$ cat src/rtl/chip8_pkg.sv
// Shared CHIP-8 definitions: video memory port encoding, screen geometry and the
// sprite drawer state type.
package chip8_pkg;

   // Target selector on the video request port
   localparam logic VIDEO_MEM_TYPE_RAM   = 1'b0;
   localparam logic VIDEO_MEM_TYPE_VRAM  = 1'b1;
   localparam int unsigned VIDEO_MEM_TYPE_COUNT = 2;

   // 64x32 monochrome display, one bit per pixel, MSB is the leftmost pixel
   localparam int unsigned SCREEN_W       = 64;
   localparam int unsigned SCREEN_H       = 32;
   localparam int unsigned VRAM_ROW_BYTES = 8;

   typedef enum logic [2:0] {
      StIdle,
      StRdSpr,
      StRdL,
      StWrL,
      StRdR,
      StWrR,
      StWait,
      StDone
   } sprite_state_t;

endpackage

$ cat src/rtl/chip8_sprite_drawer.sv
// CHIP-8 DXYN sprite draw engine. Fetches each sprite row from RAM and XORs it into
// one or two VRAM bytes via read-modify-write, accumulating the VF collision flag.
module chip8_sprite_drawer
   import chip8_pkg::*;
#(
   parameter int unsigned CLIP  = 1,
   parameter int unsigned WIDTH = 8
) (
   input  logic             clk_in,
   input  logic             rst_in,
   input  logic             start_in,
   input  logic [7:0]       x_in,
   input  logic [7:0]       y_in,
   input  logic [3:0]       n_in,
   input  logic [11:0]      i_in,
   output logic             busy_out,
   output logic             done_out,
   output logic             collision_out,
   output logic [15:0]      video_addr_out,
   output logic             video_we_out,
   output logic             video_valid_out,
   output logic [WIDTH-1:0] video_data_out,
   output logic             video_type_out,
   input  logic             mem_ready_in,
   input  logic             mem_valid_in,
   input  logic [WIDTH-1:0] mem_data_in
);

   sprite_state_t    state_q, ret_q;
   logic [5:0]       x0_q;
   logic [4:0]       y0_q;
   logic [3:0]       n_q, r_q;
   logic [11:0]      base_q;
   logic [WIDTH-1:0] spr_q, old_q;
   logic             coll_q;

   logic [2:0]         col, sh;
   logic [4:0]         yr;
   logic [5:0]         yr_nxt;
   logic [3:0]         r_nxt;
   logic [11:0]        spr_addr;
   logic [7:0]         idx_l, idx_r;
   logic [2*WIDTH-1:0] spr_shifted;
   logic [WIDTH-1:0]   mask_l, mask_r;
   logic               use_r, last_row;
   sprite_state_t      next_row_st;
   logic               unused_in;

   // Only x mod 64 and y mod 32 matter
   assign unused_in = ^{x_in[7:6], y_in[7:5]};

   // Row address, byte indices and the two masks for the current row
   always_comb begin
      col         = x0_q[5:3];
      sh          = x0_q[2:0];
      yr          = y0_q + 5'(r_q);  // 5-bit sum wraps rows when clipping is off
      r_nxt       = r_q + 4'd1;
      yr_nxt      = {1'b0, y0_q} + {2'b00, r_nxt};
      spr_addr    = base_q + {8'h00, r_q};
      idx_l       = {yr, col};
      idx_r       = {yr, col + 3'd1};  // col 7 wraps to byte 0 of the same row
      // Upper half is the left-byte mask, lower half the bits spilling right
      spr_shifted = {spr_q, {WIDTH{1'b0}}} >> sh;
      mask_l      = spr_shifted[2*WIDTH-1:WIDTH];
      mask_r      = spr_shifted[WIDTH-1:0];
      use_r       = (sh != 3'd0) && !((CLIP != 0) && (col == 3'd7));
      last_row    = (r_nxt == n_q) || ((CLIP != 0) && (yr_nxt >= 6'(SCREEN_H)));
      next_row_st = last_row ? StDone : StRdSpr;
   end

   // Draw sequencer: one outstanding memory request at a time, registered outputs
   always_ff @(posedge clk_in) begin
      if (rst_in) begin
         state_q         <= StIdle;
         ret_q           <= StIdle;
         x0_q            <= '0;
         y0_q            <= '0;
         n_q             <= '0;
         r_q             <= '0;
         base_q          <= '0;
         spr_q           <= '0;
         old_q           <= '0;
         coll_q          <= 1'b0;
         busy_out        <= 1'b0;
         done_out        <= 1'b0;
         collision_out   <= 1'b0;
         video_addr_out  <= '0;
         video_we_out    <= 1'b0;
         video_valid_out <= 1'b0;
         video_data_out  <= '0;
         video_type_out  <= VIDEO_MEM_TYPE_RAM;
      end else begin
         done_out <= 1'b0;
         case (state_q)
            StIdle: begin
               if (start_in) begin
                  x0_q          <= x_in[5:0];
                  y0_q          <= y_in[4:0];
                  n_q           <= n_in;
                  base_q        <= i_in;
                  r_q           <= '0;
                  coll_q        <= 1'b0;
                  collision_out <= 1'b0;
                  if (n_in == 4'd0) begin
                     done_out <= 1'b1;
                     state_q  <= StDone;
                  end else begin
                     busy_out <= 1'b1;
                     state_q  <= StRdSpr;
                  end
               end
            end
            StRdSpr: begin
               if (!video_valid_out) begin
                  video_valid_out <= 1'b1;
                  video_we_out    <= 1'b0;
                  video_type_out  <= VIDEO_MEM_TYPE_RAM;
                  video_addr_out  <= {4'h0, spr_addr};
               end else if (mem_ready_in) begin
                  video_valid_out <= 1'b0;
                  ret_q           <= StRdL;
                  state_q         <= StWait;
               end
            end
            StRdL: begin
               if (!video_valid_out) begin
                  video_valid_out <= 1'b1;
                  video_we_out    <= 1'b0;
                  video_type_out  <= VIDEO_MEM_TYPE_VRAM;
                  video_addr_out  <= {8'h00, idx_l};
               end else if (mem_ready_in) begin
                  video_valid_out <= 1'b0;
                  ret_q           <= StWrL;
                  state_q         <= StWait;
               end
            end
            StWrL: begin
               if (!video_valid_out) begin
                  video_valid_out <= 1'b1;
                  video_we_out    <= 1'b1;
                  video_type_out  <= VIDEO_MEM_TYPE_VRAM;
                  video_addr_out  <= {8'h00, idx_l};
                  video_data_out  <= old_q ^ mask_l;
                  coll_q          <= coll_q | (|(old_q & mask_l));
               end else if (mem_ready_in) begin
                  video_valid_out <= 1'b0;
                  video_we_out    <= 1'b0;
                  state_q         <= StWait;
                  if (use_r) begin
                     ret_q <= StRdR;
                  end else begin
                     ret_q <= next_row_st;
                     r_q   <= r_nxt;
                  end
               end
            end
            StRdR: begin
               if (!video_valid_out) begin
                  video_valid_out <= 1'b1;
                  video_we_out    <= 1'b0;
                  video_type_out  <= VIDEO_MEM_TYPE_VRAM;
                  video_addr_out  <= {8'h00, idx_r};
               end else if (mem_ready_in) begin
                  video_valid_out <= 1'b0;
                  ret_q           <= StWrR;
                  state_q         <= StWait;
               end
            end
            StWrR: begin
               if (!video_valid_out) begin
                  video_valid_out <= 1'b1;
                  video_we_out    <= 1'b1;
                  video_type_out  <= VIDEO_MEM_TYPE_VRAM;
                  video_addr_out  <= {8'h00, idx_r};
                  video_data_out  <= old_q ^ mask_r;
                  coll_q          <= coll_q | (|(old_q & mask_r));
               end else if (mem_ready_in) begin
                  video_valid_out <= 1'b0;
                  video_we_out    <= 1'b0;
                  ret_q           <= next_row_st;
                  r_q             <= r_nxt;
                  state_q         <= StWait;
               end
            end
            StWait: begin
               if (mem_valid_in) begin
                  if (ret_q == StRdL) begin
                     spr_q <= mem_data_in;
                  end else if ((ret_q == StWrL) || (ret_q == StWrR)) begin
                     old_q <= mem_data_in;
                  end
                  if (ret_q == StDone) begin
                     done_out      <= 1'b1;
                     busy_out      <= 1'b0;
                     collision_out <= coll_q;
                  end
                  state_q <= ret_q;
               end
            end
            // start_in is deliberately not looked at here
            StDone: state_q <= StIdle;
            default: state_q <= StIdle;
         endcase
      end
   end

endmodule

$ cat config.mk
export PLATFORM = sky130hd
export DESIGN_NAME = chip8_sprite_drawer
export DESIGN_NICKNAME = d
export VERILOG_FILES = /design/src/rtl/chip8_pkg.sv /design/src/rtl/chip8_sprite_drawer.sv
export SDC_FILE = /design/constraint.sdc
export NUM_CORES = 1
export LEC_CHECK = 0
export CAP_MARGIN = 30
export CORE_MARGIN = 3
export CORE_UTILIZATION = 58
export CTS_CLUSTER_SIZE = 14
export DETAILED_ROUTE_END_ITERATION = 12
export GPL_TIMING_DRIVEN = 0
export PLACE_DENSITY = 0.95
export SYNTH_ARGS = -nofsm -noshare
export SYNTH_HDL_FRONTEND = slang
export SYNTH_SLANG_ARGS = --single-unit
$ cat constraint.sdc
create_clock -name clk_in -period 4.9 [get_ports clk_in]
set_input_delay 0.735 -clock clk_in [delete_from_list [all_inputs] [get_ports clk_in]]
set_output_delay 0.735 -clock clk_in [all_outputs]
set_load 0.02 [all_outputs]
==> results.json, run 1 <==
{
  "synth_edf_count": 0,
  "combinationalPowerShare_pct": 42.3,
  "relSlewSlack_pct": 29.4,
  "switchingPower_uw": 982,
  "period_needed_ns": 2.71,
  "ir_drop_mv": 0.331,
  "dp_slack_ns": 2.26,
  "clkPwrFrac_pct": 22.1,
  "pwr-share-seq_pct": 35.6,
  "p_int_mw": 1.43,
  "setup_viol": 0,
  "htree_levels": 3,
  "fin_skew_ns": 0.00872,
  "dpl.hpwl_mm": 9.21,
  "rows": 31,
  "holdBufCountCts": 0,
  "final_cells": 729,
  "first_iter_violations": 342,
  "cap_violations": 0,
  "firstDrtPassIters": 5,
  "overflow": 0,
  "start_util_pct": 60.8,
  "ant_nets": 0,
  "drive_above_1_share_pct": 7.62,
  "grt_pass1_vias": 4211,
  "area_delta_synth_final_pct": 22.2,
  "status": "finished clean",
  "synthCells": 547,
  "crit_arrival_ns": 2.93,
  "grt_util_all_layers_pct": 28.7,
  "routed_wl_mm": 12.2,
  "min_path_type": "reg -> reg",
  "synthAdderAreaFrac_pct": 5.36,
  "post_cts_resized": 0,
  "cts_tree": "yes",
  "synth_compound_area_share_pct": 18.0,
  "clock_sinks": 80,
  "rsz0062_at_grt": "false",
  "portBuffers": 65,
  "worst_slew_pin_slew_ns": 1.05,
  "clock_path_buffers": 2,
  "swShare_pct": 40.8,
  "endpoint_kind": "flip-flop",
  "critPathLaunchType": "flip-flop",
  "nets": 689,
  "yosys-mux-area-fraction_pct": 10.3,
  "cts_root_buffer": "clkbuf_8",
  "grt_max_degree": 14,
  "io_pins": 75,
  "diodes": 0,
  "critPathKind": "reg -> reg",
  "ys_types": 56,
  "async_reset_ff_share_pct": 0,
  "core_um2": 7370,
  "yosysTopAreaCellShare_pct": 35.8,
  "worstPathMaxFanout": 7,
  "fillCellCount": 527,
  "wire_per_inst_um": 16.8,
  "avgSynthCellArea_um2": 8.19,
  "fmax_ghz": 0.369,
  "fin_crit_sh_pct": 55.3,
  "synth_common_cells": "nand2_1 (86), dfxtp_1 (80), a21oi_1 (60), nor2_1 (54), mux2i_1 (32)",
  "ys_top_cells_by_area": "dfxtp_1 (36%), nand2_1 (7.2%), mux2i_1 (7.2%)",
  "synth_xor_area_share_pct": 5.62,
  "cts-buffers-inserted": 9,
  "hold_viol": 0,
  "fp.dieH_um": 93.9,
  "synth-warning-count": 0,
  "num_vias": 4396,
  "die_w_um": 93.9,
  "yosys.area_share.simple_pct": 20.1,
  "final_util_pct": 74.3,
  "synth_most_common_cell": "nand2_1",
  "die_area_um2": 8810,
  "yosys.area.top_type": "dfxtp_1",
  "p_leak_nw": 2.19,
  "placed_cells": 714,
  "power_density_nw_per_um2": 440,
  "antenna_found_initial": 0,
  "seq_area_frac_synth_pct": 35.8,
  "viasPerCell": 6.03,
  "cp.required_ns": 5.13,
  "post_cts_buffers": 0,
  "layout_setup_ws_ns": 2.19,
  "report.final.slew_viol_count": 0,
  "cts.clk_slew.worst_paths_ns": 0.08,
  "syn-cell-area_um2": 4480,
  "route.detailed.drc": 0,
  "tns_ns": 0,
  "fin_area_um2": 5470,
  "grt_pass1_wl_mm": 20.0,
  "synth_top_family_by_area": "simple AND/OR/NAND/NOR gates",
  "place_area_um2": 5260,
  "place.gp.congestion": 0.951,
  "ys_ff_latch": 80,
  "synth_flop_cell": "dfxtp_1",
  "clock_latency_ns": 0.36
}
layout make-up:
cell class / count / area, µm² / area share [%]
timing repair buffer: 65 / 651 / 11.9
buffer: 33 / 160 / 2.93
inverter: 14 / 52.6 / 0.960
tap: 99 / 124 / 2.26
multi-input combinational: 423 / 2680 / 48.9
clock inverter: 5 / 81.3 / 1.49
sequential: 80 / 1600 / 29.3
clock buffer: 10 / 128 / 2.33
state kept, by name, summed over array words and instances (netlist names):
name             cells
done_out             1
coll_q               1
video_valid_out      1
old_q                8
n_q                  4
video_addr_out      12
busy_out             1
video_we_out         1
video_data_out       8
spr_q                8
ret_q                3
y0_q                 5
collision_out        1
r_q                  4
state_q              3
base_q              12
video_type_out       1
x0_q                 6
critical path, cell delays in order (launching register included):
cell and delay [ns]:
dfxtp_1 0.51, ha_1 0.23, xor2_1 0.36, ha_1 0.31, a211oi_1 0.24, a21oi_1 0.10
a41oi_1 0.42, a21oi_1 0.13, o21ai_0 0.21, a21oi_1 0.09
cells in the final DEF (no fill, tap or decap), types with 8 or more instances in the layout:
cell type	synthesis	final
a21oi_1	60	60
a22o_1	11	11
buf_2	8	8
clkbuf_1	18	19
clkbuf_8	0	9
clkdlybuf4s50_1	0	65
dfxtp_1	80	80
ha_1	16	16
inv_1	13	13
mux2_2	10	10
mux2i_1	32	32
nand2_1	86	86
nand3_1	10	10
nor2_1	54	54
nor2b_1	9	9
nor3_1	14	14
o21ai_0	21	21
xnor2_1	17	17
xor2_1	9	9
final timing paths:
| check | end | slack (ns) | depth (start not counted) | startpoint |
|---|---|---|---|---|
| worst max-delay path | ret_q[2] | 2.19 | 9 | r_q[1] |
| worst min-delay path | video_addr_out[11] | 0.46 | 2 | video_addr_out[11] |
| worst max register to register | ret_q[2] | 2.19 | 9 | r_q[1] |
| worst min register to register | video_addr_out[11] | 0.46 | 2 | video_addr_out[11] |
layer usage:
metal  global-route usage [%]  wire length, µm  share of wire [%]
met5                        0                0                  0
met2                     48.8             6070                 50
met1                     34.2             4770                 39
met3                     7.69              944                7.7
met4                     11.4              428                3.5
through the flow:
stage          total power, mW  hold slack (ns)
2_1_floorplan             1.54            0.440
3_5_place_dp              1.85            0.442
4_1_cts                   2.39            0.461
3_3_place_gp              1.81            0.442
5_1_grt                   2.56            0.489
6_report                  2.41            0.456
power by group through the flow:
| stage | Sequential (mW) | Combinational, mW | Clock (mW) |
|---|---|---|---|
| floorplan | 0.879 | 0.664 | 0 |
| global placement | 0.861 | 0.953 | 0 |
| detailed placement | 0.866 | 0.987 | 0 |
| CTS | 0.852 | 0.999 | 0.534 |
| global route | 0.870 | 1.12 | 0.569 |
| finish | 0.857 | 1.02 | 0.531 |
cell families after synthesis:
logic type	Yosys count
XOR/XNOR	27
AND/OR/NAND/NOR	202
adder cells (fa/ha/maj)	18
flip-flops	80
multiplexers	44
buffers and inverters	47
AO/OA/AOI/OAI	128
other	1
(Power assumes the default switching activity.)
==> inputs of run 2 (changes only) <==
CORE_UTILIZATION = 48   (was 58)
PLACE_DENSITY = 0.85   (was 0.95)
clock period = 2.3 ns   (was 4.9 ns; I/O delays follow)
==> run 2 against run 1 <==
Sequential cell count stayed put. Highest routed layer unchanged. Register-to-register slack worse by 2.1 ns. First-iteration DRC count is 23% lower. Sequential power is 110% higher. Core utilization is 12 points lower. Critical endpoint is now ret_q[1]. Critical path type unchanged. Routed wire length is 0.29% lower. Worst setup slack worse by 2.1 ns.
==> results.json, run 2 (same netlist as run 1, synthesis figures left out) <==
{
  "tns_ns": 0,
  "reg.largest.list": "base_q: 12 flops, video_addr_out: 12 flops",
  "die_w_um": 103,
  "clock_latency_ns": 0.37,
  "start_util_pct": 50.4,
  "worstPathMaxFanout": 7,
  "fp.dieH_um": 103,
  "p_leak_nw": 2.19,
  "nets": 690,
  "critPathLaunchType": "flip-flop",
  "rsz0062_at_grt": "false",
  "grt_pass1_wl_mm": 19.3,
  "wl_met3_um": 827,
  "dpl.hpwl_mm": 9.15,
  "highest_layer": "met4",
  "fin_skew_ns": 0.0116,
  "grt_util_all_layers_pct": 23.4,
  "grt_pass1_vias": 4029,
  "route.met2.wl_mm": 6.03,
  "report.final.slew_viol_count": 0,
  "crit_slowest_cell": "dfxtp_4",
  "cap_violations": 0,
  "power_density_nw_per_um2": 901,
  "cts_root_buffer": "clkbuf_8",
  "drive_above_1_share_pct": 9.49,
  "grt_max_degree": 16,
  "viasPerCell": 5.72,
  "cts.clk_slew.worst_paths_ns": 0.09,
  "finalPower_mw": 4.96,
  "critPathKind": "reg -> reg",
  "fmax_ghz": 0.455,
  "reg2reg_depth": 9,
  "crit_arrival_ns": 2.43,
  "rows": 34,
  "relSlewSlack_pct": 38.0,
  "diodes": 0,
  "timing.rr.start": "r_q[1]",
  "antenna_found_initial": 0,
  "endpoint_kind": "flip-flop",
  "num_vias": 4236,
  "r2r-end": "ret_q[1]",
  "layout_common_cells": "nand2_1 (86), dfxtp_1 (78), clkdlybuf4s50_1 (65)",
  "worst_slew_pin_slew_ns": 0.922,
  "route.detailed.drc": 0,
  "clock_path_buffers": 2,
  "portBuffers": 65,
  "area_delta_synth_final_pct": 22.9,
  "cts-buffers-inserted": 9,
  "crit_buf_inv": 0,
  "die_area_um2": 10500,
  "firstDrtPassIters": 5,
  "hold_viol": 0,
  "holdBufCountCts": 0,
  "layout_commonest_cell": "nand2_1",
  "cp.required_ns": 2.53,
  "cts_tree": "yes",
  "ant_nets": 0,
  "ir_drop_mv": 0.535,
  "wire_per_inst_um": 16.5,
  "routed_wl_mm": 12.2,
  "core_um2": 8890,
  "min_path_cells": 2,
  "worstPathCellList": "ha_2 > xor2_2 > ha_1 > a211oi_2 > a21oi_1 > a41oi_2 > nor2b_1 > o221ai_1 > a21oi_1",
  "status": "finished clean",
  "period_needed_ns": 2.20,
  "htree_levels": 3,
  "critPathMostFrequentCell": "a21oi_1",
  "io_pins": 75,
  "r2r_setup_slack_ns": 0.1,
  "hp-start": "video_addr_out[9]",
  "setup_viol": 0,
  "first_iter_violations": 265,
  "min_to": "video_addr_out[9]",
  "min_path_type": "reg -> reg",
  "critical_path.top_delay_family": "compound AO/OA/AOI/OAI gates",
  "clock_sinks": 80,
  "wl_met1_mm": 5.04,
  "overflow": 0,
  "place.gp.congestion": 0.968,
  "fin_crit_sh_pct": 95.7,
  "cpPeakStageDelay_ns": 0.41
}
run 2: metrics by stage:
stage               setup slack (ns)  hold WS [ns]  utilization (%)  instances  instance area [µm²]
floorplan                      0.111         0.440                -        550                 4490
CTS                           0.0236         0.466             61.6        740                 5480
detailed placement            -0.371         0.446             59.3        723                 5280
global placement              -0.232         0.443             59.3        723                 5280
global route                  0.0225         0.494             61.9        740                 5500
finish                        0.0998         0.460             61.9        740                 5500
run 2: worst max path at each step:
stage | end | cells past startpoint | startpoint | slack [ns]
2_1_floorplan | ret_q[2] | 9 | r_q[1] | 0.11
3_3_place_gp | ret_q[2] | 9 | r_q[1] | -0.23
3_5_place_dp | ret_q[1] | 9 | r_q[1] | -0.37
4_1_cts | ret_q[1] | 9 | r_q[1] | 0.02
5_1_grt | ret_q[1] | 9 | r_q[1] | 0.02
6_report | ret_q[1] | 9 | r_q[1] | 0.1
run 2: power breakdown:
part / internal (mW) / switching (mW) / leakage [nW]
Combinational: 0.827 / 1.36 / 1.45
Sequential: 1.61 / 0.198 / 0.652
Clock: 0.401 / 0.568 / 0.0862
run 2: final cells by class:
class | count | area, µm²
fill | 779 | 3390
multi-input combinational | 423 | 2710
sequential | 80 | 1610
timing repair buffer | 66 | 658
buffer | 33 | 161
tap | 108 | 135
clock buffer | 9 | 124
clock inverter | 7 | 55.1
inverter | 14 | 52.6
run 2: timing repair:
action,CTS,global route
setup buffers,1,0
setup endpoints to repair,2,9
resized for setup,4,9
pin swaps,0,2
run 2: worst min-delay path, cell delays in order (launching register included):
cell and delay, ns:
dfxtp_1 0.34, nand2_1 0.04, o21ai_0 0.05
run 2: layer usage:
layer / GRT usage (%) / up-vias
met5: 0 / -
met4: 8.58 / 0
met3: 5.21 / 27
met2: 41.0 / 180
met1: 28.1 / 1960
li1: - / 2069
==> RTL edit 1: new RTL, config.mk and constraints of run 2 <==
Re-encode `sprite_state_t` (8 states) as one-hot, 8 bits wide.
--- a/src/rtl/chip8_pkg.sv
+++ b/src/rtl/chip8_pkg.sv
@@ -14,11 +14,11 @@
 
-   typedef enum logic [2:0] {
-      StIdle,
-      StRdSpr,
-      StRdL,
-      StWrL,
-      StRdR,
-      StWrR,
-      StWait,
-      StDone
+   typedef enum logic [7:0] {
+      StIdle  = 8'b00000001,
+      StRdSpr = 8'b00000010,
+      StRdL   = 8'b00000100,
+      StWrL   = 8'b00001000,
+      StRdR   = 8'b00010000,
+      StWrR   = 8'b00100000,
+      StWait  = 8'b01000000,
+      StDone  = 8'b10000000
    } sprite_state_t;
Function: same outputs for any inputs over 4 cycles, from zero or initial values and one cycle with rst_in high; so few cycles prove little.
==> RTL edit 1 against run 2 <==
  * Cell count increased by 11%
  * Sequential power about the same
  * Setup slack got worse by 0.047 ns
  * Via count increased by 14%
  * Synthesized area increased by 12%
  * Final area increased by 11%
  * Die area increased by 11%
  * Wire length increased by 20%
  * Clock skew increased by 0.0066 ns
  * Sequential share of layout area increased by 0.14 points
  * Sequential cell count increased by 9
  * Power decreased by 20%
  * Synthesized cell count increased by 11%
  * Critical path type unchanged
==> RTL edit 1: results (changes against run 2) <==
status=finished, final reports clean; sequential share of the synthesized area=0.356 (-0.00146); synth top area cells=dfxtp_1 36%, nand2_1 6.2%, mux2i_1 6.0%; met1 Usage GRT=0.335 (+0.0543); most instantiated cells after synthesis=89 x dfxtp_1, 83 x nand2_1, 66 x nor2_1; layout cells sized above 1=0.119 (+0.0239); GPL Wtd Cong=0.962 (-0.60%); reg-to-reg critical path endpoint=video_data_out[2]$_SDFFE_PP0P_; routed length on met1=6300 um (+25%); Post-DP Area=0.00583 mm2 (+10%); Avg WL per Cell=17.8 um (+8.2%); Leak=2.48 nW (+14%); post-synthesis compound-gate area fraction=0.162 (-0.0176); crit-path max cell delay=0.58 ns (+0.17 ns); DRT Pass-1 Iters=4 (-1); number of buffers added on ports=64 (-1.5%); largest net degree at the start of global routing=20 (+4); post-synthesis adder-cell area fraction=0.0480 (-0.00562); Peak VDD IR=557 uV (+4.2%); H-tree depth=3 (unchanged); first-pass GRT wire length=23200 um (+20%); sw frac=0.358 (-0.0709); Seq pwr share=0.451 (+0.087); GRT met2 Usage=0.419 (+0.00905); worst-margin pin slew=0.644 ns (-0.279 ns); synth unique cells=72 (+29%); vias in the first global route=4519 (+12%); hold path startpoint=video_data_out[1]$_SDFFE_PP0P_; DR iter-0 viols=367 (+38%); worst skew pair latency=0.39 ns (+0.02 ns); hold worst-path end=video_data_out[1]$_SDFFE_PP0P_; Routed met2 length=6910 um (+15%); DP Worst Slack=-0.273 ns (+0.0980 ns); Detailed Place HPWL=11200 um (+22%); Synth Instances=605 (+11%); routed vias=4825 (+14%); fill count=869 (+12%); Power Combinational=0.00118 W (-46%); gr usage total=0.256 (+0.0212); FF-to-FF Start=state_q[0]$_SDFFE_PP1P_; routed wl met3=1190 um (+44%); setup bufs post-CTS=4 (+3); Worst R2R Path Depth=7 (-2); non-filler cells, final=823 (+11%); cts repair resizes=12 (+8); Worst Skew=0.0182 ns (+0.00658 ns); layout net count=750 (+8.7%); Hold WS=0.456 ns (-0.00443 ns); FF-to-FF setup slack=0.05 ns (-0.05 ns); critical path's top delay family=simple AND/OR/NAND/NOR gates
-- RTL edit 1: cell types whose count changed after synthesis, moves of 7 or more --
cell,change
xnor2_1,-8
o21ai_0,-9
a22o_1,-7
dfxtp_1,+9
nor2_1,+12
nand3_1,+13
-- RTL edit 1: how the worst max path moves through the flow --
stage / startpoint / endpoint / slack [ns]
3_5_place_dp: x0_q[0]$_SDFFE_PP0P_ / coll_q$_SDFFE_PP0P_ / -0.27
5_1_grt: x0_q[2]$_SDFFE_PP0P_ / coll_q$_SDFFE_PP0P_ / 0.0002
2_1_floorplan: state_q[0]$_SDFFE_PP1P_ / video_data_out[2]$_SDFFE_PP0P_ / 0.20
6_report: state_q[0]$_SDFFE_PP1P_ / video_data_out[2]$_SDFFE_PP0P_ / 0.05
3_3_place_gp: x0_q[0]$_SDFFE_PP0P_ / coll_q$_SDFFE_PP0P_ / -0.28
4_1_cts: state_q[5]$_SDFFE_PP0P_ / r_q[3]$_SDFFE_PP0P_ / 0.01
-- RTL edit 1: logic make-up (layout without fill, tap and decap cells) --
| group | Yosys count | in the layout |
|---|---|---|
| and+or+nand+nor | 258 | 258 |
| AOI/OAI and AO/OA | 126 | 126 |
| DFF | 89 | 89 |
| buffers and inverters | 49 | 131 |
| muxes | 41 | 41 |
| xor gates and xnor gates | 23 | 23 |
| adders and majority gates | 18 | 18 |
| other | 1 | 4 |
-- RTL edit 1: area by class of cell --
cell class / count / area, um2 / area share
Sequential cell: 89 / 1800 / 0.294
Tap cell: 133 / 166 / 0.0272
Multi-Input combinational cell: 470 / 3080 / 0.504
Inverter: 13 / 48.8 / 0.00797
Buffer: 34 / 173 / 0.0282
Timing Repair Buffer: 70 / 683 / 0.112
Clock inverter: 4 / 31.3 / 0.00511
Clock buffer: 10 / 138 / 0.0225
==> RTL edit 2: new RTL, flow settings as in run 2 <==
Made on the original files. The parameter `WIDTH` goes from 8 to 10.
--- a/src/rtl/chip8_sprite_drawer.sv
+++ b/src/rtl/chip8_sprite_drawer.sv
@@ -6,3 +6,3 @@
    parameter int unsigned CLIP  = 1,
-   parameter int unsigned WIDTH = 8
+   parameter int unsigned WIDTH = 10
 ) (
Ports: changed (resized mem_data_in and video_data_out); port bits go from 75 to 79. The function was not compared with the original's and may differ.
==> RTL edit 2 against run 2 <==
  * Sequential cell count increased by 6
  * Final area up 10%
  * Synthesized cell count increased by 13%
  * Setup slack got worse by 0.021 ns
  * Synthesized area increased by 12%
  * Wire length increased by 30%
  * Power is 12% higher
  * Via count up 19%
  * Clock power increased by 15%
==> RTL edit 2: results (changes against run 2) <==
DP Worst Slack=-0.0320 ns (+0.339 ns); Detailed Place HPWL=12000 um (+31%); Inst Count DP=824 (+14%); Syn. warnings=0 (unchanged); Antenna diodes=0 (unchanged); Hold WS=0.461 ns (+0.00123 ns); register area=0.00172 mm2 (+7.2%); #MultiIn Comb=477 (+13%); Vias/cell=5.98 (+4.4%); synth unique cells=65 (+16%); cts repair resizes=2 (-2); layout cells sized above 1=0.0806 (-0.0143); Signal inverters=15 (+1); Avg Cell Area, Syn=8.08 um2 (-1.3%); critical path peak fanout=6 (-1); layout net count=767 (+11%); Slew HR=0.522 (+0.142); area taken by multi-input logic gates=0.00301 mm2 (+11%); initial antenna violation count=0 (unchanged); DR iter-0 viols=392 (+48%); gr usage total=0.272 (+0.0380); reg-to-reg critical path endpoint=video_addr_out[6]$_SDFFE_PP0P_; met3 GRT Util=0.0388 (-0.0133); setup bufs post-CTS=0 (-1); mux contribution to synthesized area=0.108 (+0.00498); number of buffers added on ports=68 (+4.6%); non-clock buffer count=113 (+14%); Post-DP Area=0.00587 mm2 (+11%); CP max stage cell=dfxtp_2; met1 Usage GRT=0.349 (+0.0682); GPL Wtd Cong=0.962 (-0.63%); post-synthesis adder-cell area fraction=0.0479 (-0.00571); FF-to-FF setup slack=0.08 ns (-0.02 ns); post-synthesis xor/xnor area fraction=0.0402 (-0.0160); GRT met2 Usage=0.456 (+0.0464); vias in the first global route=4881 (+21%); Leak=2.41 nW (+10%); sequential share of the synthesized area=0.344 (-0.0141); CTS Sinks=86 (+7.5%); Layout non-clock buf frac=0.152 (+0.00322); Worst Skew=0.0163 ns (+0.00471 ns); FF-to-FF Start=r_q[0]$_SDFFE_PP0P_; Worst EP arrival=2.46 ns (+0.03 ns); Peak VDD IR=579 uV (+8.2%); hold path startpoint=video_data_out[5]$_SDFFE_PP0P_; routed length on met1=6620 um (+31%); routed wl met3=1140 um (+38%); DRT Pass-1 Iters=6 (+1); Final Util=0.610 (-0.00842); drt total wl=15800 um (+30%); status=finished, final reports clean; synth top area cells=dfxtp_1 34%, mux2i_1 7.4%, a21oi_1 6.9%; first-pass GRT wire length=24900 um (+29%); most instantiated cells after synthesis=91 x nand2_1, 86 x dfxtp_1, 69 x a21oi_1; Avg WL per Cell=18.8 um (+14%); post-synthesis compound-gate area fraction=0.194 (+0.0146); Routed met2 length=7570 um (+26%); fill count=881 (+13%); hold worst-path end=video_data_out[5]$_SDFFE_PP0P_
-- RTL edit 2: cell types whose count changed after synthesis, sizes merged, moves of 8 or more --
| cell | before | now |
|---|---|---|
| xnor2 | 17 | 7 |
| nand4 | 2 | 12 |
| a21oi | 60 | 69 |
| o21ai | 21 | 29 |
| nand3 | 10 | 22 |
-- RTL edit 2: cell families after synthesis --
logic type                 after synthesis
adders and majority gates               18
AOI/OAI and AO/OA                      160
buffers and inverters                   60
xor gates and xnor gates                23
and+or+nand+nor                        223
DFF                                     86
other                                    1
muxes                                   49
-- RTL edit 2: worst max-delay path by stage --
stage / startpoint / end / slack (ns)
after floorplan: r_q[0]$_SDFFE_PP0P_ / video_addr_out[8]$_SDFFE_PP0P_ / 0.35
after global placement: r_q[0]$_SDFFE_PP0P_ / video_addr_out[6]$_SDFFE_PP0P_ / 0.05
after detailed placement: r_q[0]$_SDFFE_PP0P_ / video_addr_out[8]$_SDFFE_PP0P_ / -0.03
after CTS: r_q[0]$_SDFFE_PP0P_ / video_addr_out[8]$_SDFFE_PP0P_ / 0.02
after global routing: r_q[0]$_SDFFE_PP0P_ / video_addr_out[10]$_SDFFE_PP0P_ / -0.02
final: r_q[0]$_SDFFE_PP0P_ / video_addr_out[6]$_SDFFE_PP0P_ / 0.08
-- RTL edit 2: where the power goes --
group | switching, W | leakage (nW) | internal, W
Clock | 0.000601 | 0.101 | 0.000508
Combinational | 0.00160 | 1.61 | 0.000919
Sequential | 0.000207 | 0.700 | 0.00173
-- RTL edit 2: worst reg2reg max path: stages (launching register included) --
cell and delay (ns):
dfxtp_2 0.41, ha_1 0.21, inv_1 0.06, fa_1 0.37, nor2b_1 0.19, o21ai_1 0.18
a21oi_1 0.23, xor2_1 0.09, o211ai_1 0.26, a21oi_1 0.10
